**src/rtl/sram_arbiter_pkg.sv**
```systemverilog
// Shared widths, encodings and defaults for the SRAM arbiter slice.
package sram_arbiter_pkg;

    // ISA widths the arbiter bus is sized against.
    localparam int LEN_ADDRESS  = 32;
    localparam int LEN_REGISTER = 32;

    // SRAM access time in clock cycles.
    localparam int SRAM_WAIT_CYCLES = 4;

    // Arbiter FSM states.
    typedef enum logic [1:0] {
        ARB_IDLE = 2'd0,
        ARB_BUSY = 2'd1,
        ARB_DONE = 2'd2
    } arb_state_t;

    // Which stage owns the access currently in flight.
    typedef enum logic {
        OWN_IF  = 1'b0,
        OWN_MEM = 1'b1
    } owner_t;

    // Wait counter width: enough to hold WAIT_CYCLES-1, never below one bit.
    function automatic int cnt_width(input int cycles);
        return (cycles > 1) ? $clog2(cycles) : 1;
    endfunction

endpackage

```
**src/rtl/sram_arbiter_if.sv**
```systemverilog
// Stage-side and SRAM-side signals of the arbiter, bundled as one bus.
interface sram_arbiter_if #(
    parameter int ADDR_W = sram_arbiter_pkg::LEN_ADDRESS,
    parameter int DATA_W = sram_arbiter_pkg::LEN_REGISTER
);
    // IF stage
    logic              if_req;
    logic [ADDR_W-1:0] if_addr;
    logic [DATA_W-1:0] if_rdata;
    logic              if_ready;
    // MEM stage
    logic              mem_read;
    logic              mem_write;
    logic [ADDR_W-1:0] mem_addr;
    logic [DATA_W-1:0] mem_wdata;
    logic [DATA_W-1:0] mem_rdata;
    logic              mem_ready;
    logic              freeze;
    // SRAM pins
    logic              sram_en;
    logic              sram_we;
    logic [ADDR_W-1:0] sram_addr;
    logic [DATA_W-1:0] sram_wdata;
    logic [DATA_W-1:0] sram_rdata;

    // The arbiter itself.
    modport slave (
        input  if_req, if_addr, mem_read, mem_write, mem_addr, mem_wdata, sram_rdata,
        output if_rdata, if_ready, mem_rdata, mem_ready, freeze,
        output sram_en, sram_we, sram_addr, sram_wdata
    );

    // The surroundings: pipeline stages and the SRAM.
    modport master (
        output if_req, if_addr, mem_read, mem_write, mem_addr, mem_wdata, sram_rdata,
        input  if_rdata, if_ready, mem_rdata, mem_ready, freeze,
        input  sram_en, sram_we, sram_addr, sram_wdata
    );

endinterface

```
**src/rtl/sram_wait_counter.sv**
```systemverilog
// Loadable down-counter that times one SRAM access; zero marks the last wait cycle.
module sram_wait_counter #(
    parameter int WIDTH = 2
) (
    input  logic             clk,
    input  logic             rst_n,
    input  logic             load,
    input  logic [WIDTH-1:0] load_value,
    input  logic             dec,
    output logic             zero
);
    logic [WIDTH-1:0] count;

    // Load takes priority; otherwise count down and hold at zero.
    always_ff @(posedge clk or negedge rst_n) begin
        // NOTE: non-blocking assignments so every register samples pre-edge values.
        if (!rst_n) begin
            count <= '0;
        end else if (load) begin
            count <= load_value;
        end else if (dec && (count != '0)) begin
            count <= count - 1'b1;
        end
    end

    assign zero = (count == '0);

endmodule

```
**src/rtl/sram_arbiter.sv**
```systemverilog
// Shares one SRAM port between IF and MEM with fixed MEM priority, a fixed
// access latency, one-cycle ready pulses and a combinational pipeline freeze.
module sram_arbiter
    import sram_arbiter_pkg::*;
#(
    parameter int ADDR_W      = LEN_ADDRESS,
    parameter int DATA_W      = LEN_REGISTER,
    parameter int WAIT_CYCLES = SRAM_WAIT_CYCLES
) (
    input  logic          clk,
    input  logic          rst,
    sram_arbiter_if.slave bus
);
    localparam int               CNT_W    = cnt_width(WAIT_CYCLES);
    localparam logic [CNT_W-1:0] CNT_LOAD = CNT_W'(WAIT_CYCLES - 1);

    arb_state_t        state;
    owner_t            owner;
    logic              sram_en_q;
    logic              sram_we_q;
    logic [ADDR_W-1:0] sram_addr_q;
    logic [DATA_W-1:0] sram_wdata_q;
    logic [DATA_W-1:0] if_rdata_q;
    logic [DATA_W-1:0] mem_rdata_q;
    logic              if_ready_q;
    logic              mem_ready_q;

    logic mem_req;
    logic grant;
    logic cnt_zero;

    // Either MEM strobe counts as a request; both high is handled as a write.
    assign mem_req = bus.mem_read | bus.mem_write;
    assign grant   = (state == ARB_IDLE) && (mem_req || bus.if_req);

    // Access timer: loaded on grant, counts down while the access is in flight.
    sram_wait_counter #(
        .WIDTH (CNT_W)
    ) u_wait_counter (
        .clk        (clk),
        .rst_n      (rst),
        .load       (grant),
        .load_value (CNT_LOAD),
        .dec        (state == ARB_BUSY),
        .zero       (cnt_zero)
    );

    // Arbitration FSM with registered SRAM strobes, read data and ready pulses.
    always_ff @(posedge clk or negedge rst) begin
        if (!rst) begin
            state        <= ARB_IDLE;
            owner        <= OWN_IF;
            sram_en_q    <= 1'b0;
            sram_we_q    <= 1'b0;
            sram_addr_q  <= '0;
            sram_wdata_q <= '0;
            if_rdata_q   <= '0;
            mem_rdata_q  <= '0;
            if_ready_q   <= 1'b0;
            mem_ready_q  <= 1'b0;
        end else begin
            // Ready outputs are single-cycle pulses unless set below.
            if_ready_q  <= 1'b0;
            mem_ready_q <= 1'b0;

            case (state)
                ARB_IDLE: begin
                    if (mem_req) begin
                        owner        <= OWN_MEM;
                        sram_addr_q  <= bus.mem_addr;
                        sram_wdata_q <= bus.mem_wdata;
                        sram_we_q    <= bus.mem_write;
                        sram_en_q    <= 1'b1;
                        state        <= ARB_BUSY;
                    end else if (bus.if_req) begin
                        owner       <= OWN_IF;
                        sram_addr_q <= bus.if_addr;
                        sram_we_q   <= 1'b0;
                        sram_en_q   <= 1'b1;
                        state       <= ARB_BUSY;
                    end
                end

                ARB_BUSY: begin
                    if (cnt_zero) begin
                        sram_en_q <= 1'b0;
                        sram_we_q <= 1'b0;
                        state     <= ARB_DONE;
                        // A requester that withdrew mid-access gets neither data nor ready.
                        if (owner == OWN_MEM) begin
                            if (mem_req) begin
                                mem_ready_q <= 1'b1;
                                if (!sram_we_q) begin
                                    mem_rdata_q <= bus.sram_rdata;
                                end
                            end
                        end else if (bus.if_req) begin
                            if_ready_q <= 1'b1;
                            if_rdata_q <= bus.sram_rdata;
                        end
                    end
                end

                // Ready is high here; never re-grant so a held request is not reissued.
                ARB_DONE: state <= ARB_IDLE;

                default: state <= ARB_IDLE;
            endcase
        end
    end

    assign bus.sram_en    = sram_en_q;
    assign bus.sram_we    = sram_we_q;
    assign bus.sram_addr  = sram_addr_q;
    assign bus.sram_wdata = sram_wdata_q;
    assign bus.if_rdata   = if_rdata_q;
    assign bus.if_ready   = if_ready_q;
    assign bus.mem_rdata  = mem_rdata_q;
    assign bus.mem_ready  = mem_ready_q;

    // Stall the pipeline while a MEM access is pending; released in its ready cycle.
    assign bus.freeze = mem_req & ~mem_ready_q;

endmodule

```
**src/flat_wrapper.sv**
```systemverilog
// flat-port wrapper written by rule: the top's interface ports become plain ports
module sram_arbiter_flat import sram_arbiter_pkg::*;
#(
    parameter int ADDR_W      = LEN_ADDRESS,
    parameter int DATA_W      = LEN_REGISTER,
    parameter int WAIT_CYCLES = SRAM_WAIT_CYCLES
)
  (clk, rst, bus_if_req, bus_if_addr, bus_mem_read, bus_mem_write, bus_mem_addr, bus_mem_wdata, bus_sram_rdata, bus_if_rdata, bus_if_ready, bus_mem_rdata, bus_mem_ready, bus_freeze, bus_sram_en, bus_sram_we, bus_sram_addr, bus_sram_wdata);
  sram_arbiter_if #(.ADDR_W(ADDR_W), .DATA_W(DATA_W)) bus_i ();
  input  logic clk;
  input  logic rst;
  input wire logic [$bits(bus_i.if_req)-1:0] bus_if_req;
  input wire logic [$bits(bus_i.if_addr)-1:0] bus_if_addr;
  input wire logic [$bits(bus_i.mem_read)-1:0] bus_mem_read;
  input wire logic [$bits(bus_i.mem_write)-1:0] bus_mem_write;
  input wire logic [$bits(bus_i.mem_addr)-1:0] bus_mem_addr;
  input wire logic [$bits(bus_i.mem_wdata)-1:0] bus_mem_wdata;
  input wire logic [$bits(bus_i.sram_rdata)-1:0] bus_sram_rdata;
  output wire logic [$bits(bus_i.if_rdata)-1:0] bus_if_rdata;
  output wire logic [$bits(bus_i.if_ready)-1:0] bus_if_ready;
  output wire logic [$bits(bus_i.mem_rdata)-1:0] bus_mem_rdata;
  output wire logic [$bits(bus_i.mem_ready)-1:0] bus_mem_ready;
  output wire logic [$bits(bus_i.freeze)-1:0] bus_freeze;
  output wire logic [$bits(bus_i.sram_en)-1:0] bus_sram_en;
  output wire logic [$bits(bus_i.sram_we)-1:0] bus_sram_we;
  output wire logic [$bits(bus_i.sram_addr)-1:0] bus_sram_addr;
  output wire logic [$bits(bus_i.sram_wdata)-1:0] bus_sram_wdata;
  assign bus_i.if_req = bus_if_req;
  assign bus_i.if_addr = bus_if_addr;
  assign bus_i.mem_read = bus_mem_read;
  assign bus_i.mem_write = bus_mem_write;
  assign bus_i.mem_addr = bus_mem_addr;
  assign bus_i.mem_wdata = bus_mem_wdata;
  assign bus_i.sram_rdata = bus_sram_rdata;
  assign bus_if_rdata = bus_i.if_rdata;
  assign bus_if_ready = bus_i.if_ready;
  assign bus_mem_rdata = bus_i.mem_rdata;
  assign bus_mem_ready = bus_i.mem_ready;
  assign bus_freeze = bus_i.freeze;
  assign bus_sram_en = bus_i.sram_en;
  assign bus_sram_we = bus_i.sram_we;
  assign bus_sram_addr = bus_i.sram_addr;
  assign bus_sram_wdata = bus_i.sram_wdata;
  sram_arbiter #(.ADDR_W(ADDR_W), .DATA_W(DATA_W), .WAIT_CYCLES(WAIT_CYCLES)) u_core (.clk(clk), .rst(rst), .bus(bus_i));
endmodule
```
**config.mk**
```make
export PLATFORM = sky130hd
export DESIGN_NAME = sram_arbiter_flat
export DESIGN_NICKNAME = d
export VERILOG_FILES = /design/src/rtl/sram_arbiter_pkg.sv /design/src/rtl/sram_arbiter_if.sv /design/src/rtl/sram_wait_counter.sv /design/src/rtl/sram_arbiter.sv /design/src/flat_wrapper.sv
export SDC_FILE = /design/constraint.sdc
export NUM_CORES = 1
export LEC_CHECK = 0
export ABC_AREA = 0
export BUFFER_PORTS_ARGS = -buffer_cell sky130_fd_sc_hd__buf_2
export CORE_MARGIN = 4
export CORE_UTILIZATION = 35
export DETAILED_ROUTE_END_ITERATION = 7
export GPL_ROUTABILITY_DRIVEN = 1
export GPL_TIMING_DRIVEN = 1
export PLACE_DENSITY_LB_ADDON = 0.3
export SETUP_SLACK_MARGIN = 0.2
export SLEW_MARGIN = 30
export SYNTH_ARGS = -nofsm -noshare
export SYNTH_HDL_FRONTEND = slang
export SYNTH_SLANG_ARGS = --single-unit
```
**constraint.sdc**
```tcl
create_clock -name clk -period 3.72 [get_ports clk]
set_input_delay 0.372 -clock clk [delete_from_list [all_inputs] [get_ports clk]]
set_output_delay 0.372 -clock clk [all_outputs]
set_load 0.1 [all_outputs]
```
==> results.md, run 1 <==
* Post-synthesis sequential area ratio at 61.8%
* Crit path DAT at 2.39 ns
* Residual DRC count at 0
* Final HPWL DP at 9.93 mm
* Die W at 134 µm
* First-iteration detailed-routing DRC count at 116
* First-pass GRT wire length at 21.0 mm
* Post_cts resized at 0
* TritonCTS Buffers at 17
* Fmax at 476 MHz
* Critical R2R Capture: u_core.bus.sram_addr[27]$_DFFE_PN0P_
* H-tree Lvls at 4
* Mean Syn Cell Area at 16.2 µm²
* CTS clock-pin slew for the worst setup and hold paths at 0.05 ns
* Final period utilization at 56.5%
* I/O Pins at 266
* Post-route clock skew at 0.00514 ns
* Post-synth top area cell: dfrtp_1
* Hold path endpoint: u_core.bus.sram_wdata[17]$_DFFE_PN0P_
* Antenna viol nets, final at 0
* Final hold vios at 0
* Final RePlAce weighted congestion at 0.715
* Nets at 752
* Unique masters post-synth at 25
* Share of the synthesized area in the top cell type at 61.8%
* Synthesized area at 5550 µm²
* Worst slew pin tran at 0.591 ns
* Setup Viol. Count Final at 0
* Synth top area cells: dfrtp_1 (62%), mux2_2 (32%), buf_2 (0.81%)
* Post-CTS Setup Bufs at 0
* Kind of critical path: flip-flop to flip-flop
* Global route overflow at 0
* Total vias in the final route at 3815
* Antenna diode count at 0
* FP Rows at 45
* Layout cells sized above 1 at 74.1%
* Outcome: finished clean
* Synth Register Bits at 137
* Worst setup SP type: flip-flop
* Overall Global Routing Usage at 14.8%
* Antenna violations before repair at 0
* Hold path depth at 2
* TNS Setup at 0 ns
* DP Worst Slack at 1.50 ns
* Synth warn at 0
* Tmin final at 2.10 ns
* Area growth from synthesis to layout at 40.2%
* Crit path required time at 4.01 ns
* # clock sinks at 137
* CTS tree: done
* Register-to-register setup slack at 1.62 ns
* RSZ-0062 raised after global routing: false
* Core footprint at 15400 µm²
* Final wirelength at 13.2 mm
* Layout filler cell count at 1376
* Hold Path Class: primary input to flip-flop
* Vias/cell at 4.54
* Crit-path max FO at 27
* TritonRoute pass-1 iters at 4
* FF-to-FF path depth at 4
* DIE AREA at 17900 µm²
* Max Cap Viol at 0
* Fin. max-slew vios at 0
* Initial Util at 36.1%
* CTS Root Cell: clkbuf_16
* RR Startpoint: u_core.state[0]$_DFFE_PN0P_
* Vias in the first global route at 4244
* Die H at 134 µm
* Largest net degree at the start of global routing at 76
* Setup WS post-layout at 1.62 ns
* Clk Latency, worst-skew pair at 0.41 ns
* IO buf count at 265
* Post-Syn Nets at 476
* CP Capture Type: flip-flop
* Mapped Cells at 342
* Slew HR at 60.3%
* Clock buffer depth at 2
* Hold Crit Start: bus_mem_wdata[17]
* WL per Instance at 15.7 µm
==> worst max-delay path, stage by stage (launching register included) <==
cell and delay (ns):
dfrtp_1 0.43, nor2_1 0.38, o31a_1 0.39, buf_4 0.39, mux2_2 0.38
==> layout by cell type (no fill, tap or decap), types with 3 or more instances in the layout <==
master,synthesis,routed
buf_2,9,264
mux2_2,158,158
dfrtp_1,137,137
clkbuf_16,0,17
clkbuf_8,0,7
nand2_1,6,6
clkinv_2,0,4
inv_1,3,3
nor2_1,3,3
buf_4,3,3
==> logic make-up (layout without fill, tap and decap cells) <==
kind of cell | count (synthesis) | count (layout) | synth area share [%]
AO/OA/AOI/OAI | 8 | 8 | 0.970
AND/OR/NAND/NOR | 17 | 17 | 2.37
adder cells (fa/ha/maj) | 1 | 1 | 0.225
flip-flops | 137 | 137 | 61.8
multiplexers | 160 | 160 | 32.5
XOR/XNOR | 1 | 1 | 0.158
buffers and inverters | 18 | 306 | 2.03
==> what timing repair did <==
| item | CTS | global route |
|---|---|---|
| hold buffers | 1 | 0 |
| setup endpoints to repair | 0 | 0 |
| hold endpoints to repair | 62 | 0 |
==> cell type report <==
cell class | instances | area (µm²) | area share [%]
clock inverter | 7 | 87.6 | 1.13
sequential | 137 | 3430 | 44.1
tap | 211 | 264 | 3.39
inverter | 3 | 11.3 | 0.145
clock buffer | 24 | 522 | 6.71
multi-input combinational | 187 | 2020 | 26.0
timing repair buffer | 272 | 1440 | 18.5
==> cell usage after synthesis (all sizes together) <==
cell    number
nand2        6
xnor2        1
nor2         4
a21oi        1
nor3b        2
ha           1
nor4b        1
o31a         1
dfrtp      137
inv          3
o21ai        3
buf         15
nor2b        2
mux2       160
or3b         1
nand3b       1
o211ai       1
o31ai        1
a21bo        1
==> registers in the layout, summed over array words and instances (netlist names) <==
signal / cells
u_core.owner: 1
u_core.u_wait_counter.count: 2
u_core.bus.mem_ready: 1
u_core.bus.sram_en: 1
u_core.bus.if_rdata: 32
u_core.bus.sram_addr: 32
u_core.bus.mem_rdata: 32
u_core.bus.if_ready: 1
u_core.state: 2
u_core.bus.sram_we: 1
u_core.bus.sram_wdata: 32
==> layer usage <==
| layer | track usage (%) | part of all wire, % | vias up |
|---|---|---|---|
| li1 | - | - | 1765 |
| met1 | 15.5 | 36 | 1903 |
| met2 | 27.3 | 55 | 134 |
| met3 | 5.59 | 7.5 | 13 |
| met4 | 4.91 | 1.3 | 0 |
| met5 | 0 | 0 | - |
==> how the worst max path moves through the flow <==
stage | end | slack [ns] | start
after global routing | u_core.bus.sram_addr[30]$_DFFE_PN0P_ | 1.50 | u_core.state[0]$_DFFE_PN0P_
after CTS | u_core.bus.sram_addr[27]$_DFFE_PN0P_ | 1.57 | u_core.state[0]$_DFFE_PN0P_
after floorplan | bus_freeze | 1.20 | u_core.bus.mem_ready$_DFF_PN0_
after global placement | u_core.bus.mem_rdata[4]$_DFFE_PN0P_ | 1.55 | bus_mem_write
final | u_core.bus.sram_addr[27]$_DFFE_PN0P_ | 1.62 | u_core.state[0]$_DFFE_PN0P_
after detailed placement | u_core.bus.mem_rdata[0]$_DFFE_PN0P_ | 1.50 | bus_mem_write
==> through the flow <==
step           instances  area (µm²)  hold slack [ns]  util, %
2_1_floorplan        342        5550           0.0764        -
3_5_place_dp         807        7100            0.397     46.2
3_3_place_gp         807        7100            0.384     46.2
6_report             841        7780            0.192     50.6
5_1_grt              841        7780            0.172     50.6
4_1_cts              839        7720            0.171     50.2
Power of run 1 is not shown: default switching activity piles up to over one toggle a cycle in this logic, so the estimate is an artifact.
==> run 2: changes to the inputs <==
==> constraint.sdc (replaced) <==
create_clock -name clk -period 1.9 [get_ports clk]
set_input_delay 0.19 -clock clk [delete_from_list [all_inputs] [get_ports clk]]
set_output_delay 0.19 -clock clk [all_outputs]
set_load 0.1 [all_outputs]
==> run 2 against run 1 <==
Compared with the run above: first-iteration DRC count down 16%; global-route usage up 0.50 points; clock-buffer cell count down 3; sequential share of layout area down 2.6 points; critical path type unchanged; via count up 4.3%.
==> results.md, run 2 (same netlist as run 1, synthesis figures left out) <==
* First-pass GRT wire length at 21.8 mm
* Most frequent cells in the layout: buf_2 (264), mux2_2 (139), dfrtp_1 (136)
* DP Worst Slack at 0.103 ns
* Die H at 134 µm
* Crit path DAT at 2.12 ns
* TritonRoute pass-1 iters at 4
* Largest net degree at the start of global routing at 79
* CP Capture Type: flip-flop
* CTS clock-pin slew for the worst setup and hold paths at 0.06 ns
* Worst setup SP type: flip-flop
* Die W at 134 µm
* Final RePlAce weighted congestion at 0.732
* First-iteration detailed-routing DRC count at 98
* Area growth from synthesis to layout at 49.1%
* H-tree Lvls at 4
* # clock sinks at 137
* Fin. max-slew vios at 0
* Worst slew pin tran at 0.506 ns
* Slew HR at 66.0%
* TritonCTS Buffers at 17
* Final HPWL DP at 10.0 mm
* Max Cap Viol at 0
* Crit path required time at 2.20 ns
* Crit-path max FO at 8
* Total vias in the final route at 3980
* Vias/cell at 4.52
* Overall Global Routing Usage at 15.3%
* IO buf count at 265
* Worst path cell trace: inv_2 -> ha_4 -> nand3b_4 -> nor3b_4 -> buf_6 -> clkbuf_16 -> mux2_2
* Slowest cell on crit path: dfrtp_1
* Hold Path Class: primary input to flip-flop
* CTS Root Cell: clkbuf_16
* Layout filler cell count at 1293
* DIE AREA at 17900 µm²
* Residual DRC count at 0
* Final hold vios at 0
* Post-route clock skew at 0.00745 ns
* Setup Viol. Count Final at 0
* Outcome: finished clean
* Antenna violations before repair at 2
* Antenna viol nets, final at 0
* Kind of critical path: flip-flop to flip-flop
* Final wirelength at 14.4 mm
* Layout cells sized above 1 at 72.4%
* Clock buffer depth at 2
* Setup WS post-layout at 0.0729 ns
* RSZ-0062 raised after global routing: true
* WL per Instance at 16.4 µm
* Core footprint at 15400 µm²
* Tmin final at 1.83 ns
* Nets at 788
* Worst stage delay on the critical path at 0.39 ns
* Final period utilization at 96.2%
* FP Rows at 45
* Vias in the first global route at 4339
* Initial Util at 36.1%
* I/O Pins at 266
* Fmax at 547 MHz
* CTS tree: done
* Core Util, Final at 53.8%
* Clk Latency, worst-skew pair at 0.41 ns
* Most common cell after layout, fill and taps aside: buf_2
* Global route overflow at 0
## run 2: repair_timing
| action | CTS | global route |
|---|---|---|
| setup buffers | 0 | 3 |
| gates cloned | 0 | 4 |
| hold endpoints to repair | 162 | 1 |
| hold buffers | 25 | 1 |
| resized for setup | 0 | 22 |
| setup endpoints to repair | 33 | 74 |
## run 2: worst max-delay path: cells and delay by family, from the launching register on
kind,cells,cell delay [ns]
buf+inv,3,0.44
simple gates,2,0.41
flops,1,0.39
mux,1,0.33
fa+ha+maj,1,0.14
## run 2: final timing paths
kind	endpoint	start	slack, ns	cells after the start
worst max-delay path	u_core.bus.if_rdata[9]$_DFFE_PN0P_	u_core.u_wait_counter.count[1]$_DFFE_PN0P_	0.07	7
worst min-delay path	u_core.bus.sram_wdata[22]$_DFFE_PN0P_	bus_mem_wdata[22]	0.02	2
worst min register to register	u_core.bus.sram_en$_DFFE_PN0P_	u_core.bus.sram_en$_DFFE_PN0P_	0.48	2
worst max register to register	u_core.bus.if_rdata[9]$_DFFE_PN0P_	u_core.u_wait_counter.count[1]$_DFFE_PN0P_	0.07	7
min in group asynchronous	u_core.bus.mem_rdata[5]$_DFFE_PN0P_	rst	0.17	2
max in group asynchronous	u_core.bus.sram_wdata[0]$_DFFE_PN0P_	rst	1.10	3
## run 2: through the flow
step | area, µm² | cells | TNS (ns) | hold slack [ns]
floorplan | 5570 | 342 | 0 | -0.106
global placement | 7210 | 813 | 0 | 0.00616
CTS | 8070 | 870 | 0 | 0.000213
finish | 8270 | 880 | 0 | 0.0182
detailed placement | 7210 | 813 | 0 | 0.00938
global route | 8270 | 880 | -0.00487 | 0.00507
## run 2: routing by layer
metal | share of wire, % | vias up | track usage (%) | routed length, µm
li1 | - | 1867 | - | -
met4 | 2.8 | 0 | 7.94 | 398
met1 | 38 | 1926 | 16.7 | 5430
met2 | 52 | 160 | 26.8 | 7550
met3 | 7.4 | 27 | 4.76 | 1080
met5 | 0 | - | 0 | 0
## run 2: final cells by class
type,count,area (µm²),area share [%]
Sequential cell,137,3430,41.4
Clock inverter,11,135,1.63
Timing Repair Buffer,308,1850,22.4
Antenna cell,2,5.00,0.0605
Tap cell,211,264,3.19
Inverter,3,11.3,0.136
Multi-Input combinational cell,187,2110,25.5
Clock buffer,21,470,5.69
Power of run 2 is left out for the same reason.
==> run 3: changes to the inputs <==
==> constraint.sdc (replaced) <==
create_clock -name clk -period 2.32 [get_ports clk]
set_input_delay 0.232 -clock clk [delete_from_list [all_inputs] [get_ports clk]]
set_output_delay 0.232 -clock clk [all_outputs]
set_load 0.1 [all_outputs]
==> run 3 against run 2 <==
Compared with the run above: register-to-register slack gained 0.40 ns; critical path depth shrank 1; hold slack gained 0.033 ns; clock skew shrank 0.0022 ns; via count shrank 5.1%; fmax shrank 1.3%; sequential cell count is the same; cell area shrank 5.8%; first-iteration DRC count grew 34%; clock-buffer cell count shrank 4; final cell count shrank 4.1%; largest cell class unchanged; highest routed layer unchanged.
==> results.md, run 3 (same netlist as run 1, synthesis figures left out) <==
* Post-route clock skew at 0.00528 ns
* Total vias in the final route at 3778
* Tmin final at 1.85 ns
* Antenna diode count at 0
* Worst slew pin tran at 0.607 ns
* Overall Global Routing Usage at 14.9%
* Layout filler cell count at 1359
* First-iteration detailed-routing DRC count at 131
* Layout cells sized above 1 at 74.4%
* Kind of critical path: flip-flop to flip-flop
* IO buf count at 265
* Final period utilization at 79.8%
* Initial Util at 36.1%
* Final HPWL DP at 10.1 mm
* Worst stage delay on the critical path at 0.36 ns
* Clk Latency, worst-skew pair at 0.41 ns
* Antenna violations before repair at 0
* Worst setup SP type: flip-flop
* Vias in the first global route at 4168
* Final hold vios at 0
* Worst path cell trace: inv_1 -> ha_1 -> nand3b_4 -> nor4b_4 -> buf_12 -> mux2_2
* I/O Pins at 266
* Family with the most delay on the worst path: simple AND/OR/NAND/NOR gates
* RSZ-0062 raised after global routing: false
* Most common cell after layout, fill and taps aside: buf_2
* Setup Viol. Count Final at 0
* Most frequent cells in the layout: buf_2 (264), mux2_2 (158), dfrtp_1 (137)
* Post-CTS Setup Bufs at 0
* Outcome: finished clean
* Vias/cell at 4.48
* TritonRoute pass-1 iters at 4
* TNS Setup at 0 ns
* FP Rows at 45
* CTS Root Cell: clkbuf_16
* # clock sinks at 137
* CTS tree: done
* Slew HR at 59.4%
* TritonCTS Buffers at 17
* Crit-path max FO at 32
* Clock buffer depth at 2
* Max Cap Viol at 0
* Core footprint at 15400 µm²
* First-pass GRT wire length at 21.1 mm
* DIE AREA at 17900 µm²
* CTS clock-pin slew for the worst setup and hold paths at 0.06 ns
* Crit path required time at 2.61 ns
* Final wirelength at 13.3 mm
* Fmax at 540 MHz
* Bufs and invs on worst path at 2
* Final RePlAce weighted congestion at 0.704
* WL per Instance at 15.8 µm
* Die H at 134 µm
* Area growth from synthesis to layout at 40.4%
* Die W at 134 µm
* Fin. max-slew vios at 0
* Slowest cell on crit path: dfrtp_1
* CP Capture Type: flip-flop
* Antenna viol nets, final at 0
* Largest net degree at the start of global routing at 52
* Crit path DAT at 2.14 ns
* Hold Path Class: primary input to flip-flop
* Residual DRC count at 0
* Global route overflow at 0
* H-tree Lvls at 4
* Nets at 754
[run 3: final timing paths]
path	start	to	slack, ns	cells after the start
min	bus_mem_wdata[10]	u_core.bus.sram_wdata[10]$_DFFE_PN0P_	0.05	2
min reg2reg	u_core.bus.mem_rdata[0]$_DFFE_PN0P_	u_core.bus.mem_rdata[0]$_DFFE_PN0P_	0.48	1
max reg2reg	u_core.u_wait_counter.count[0]$_DFFE_PN0P_	u_core.bus.mem_rdata[25]$_DFFE_PN0P_	0.47	6
min in group asynchronous	rst	u_core.bus.if_rdata[3]$_DFFE_PN0P_	0.34	2
max	u_core.u_wait_counter.count[0]$_DFFE_PN0P_	u_core.bus.mem_rdata[25]$_DFFE_PN0P_	0.47	6
max in group asynchronous	rst	u_core.bus.sram_addr[6]$_DFFE_PN0P_	1.34	3
[run 3: layout make-up]
type | instances | area [µm²] | area share, %
clock inverter | 15 | 151 | 1.94
tap | 211 | 264 | 3.39
timing repair buffer | 274 | 1490 | 19.1
clock buffer | 17 | 425 | 5.46
sequential | 137 | 3430 | 44.0
inverter | 3 | 11.3 | 0.145
multi-input combinational | 187 | 2030 | 26.0
[run 3: what timing repair did]
item / CTS / global route
hold buffers: 1 / 0
gates resized for setup: 0 / 0
endpoints found under the hold margin: 46 / 0
setup endpoints to repair: 0 / 0
[run 3: stage by stage]
step	instance area [µm²]	worst slack (ns)	std cells	hold slack [ns]	util, %
finish	7790	0.469	844	0.0507	50.7
floorplan	5550	0.367	342	-0.0636	-
CTS	7760	0.469	843	0.0282	50.5
global placement	7180	0.496	810	0.201	46.7
global route	7790	0.351	844	0.0361	50.7
detailed placement	7180	0.477	810	0.204	46.7
[run 3: routing by layer]
| layer | up-vias | part of all wire, % | track usage, % |
|---|---|---|---|
| li1 | 1777 | - | - |
| met1 | 1847 | 38 | 16.7 |
| met2 | 140 | 53 | 26.3 |
| met3 | 14 | 7.7 | 4.80 |
| met4 | 0 | 1.3 | 5.49 |
| met5 | - | 0 | 0 |
Power of run 3 is left out for the same reason.
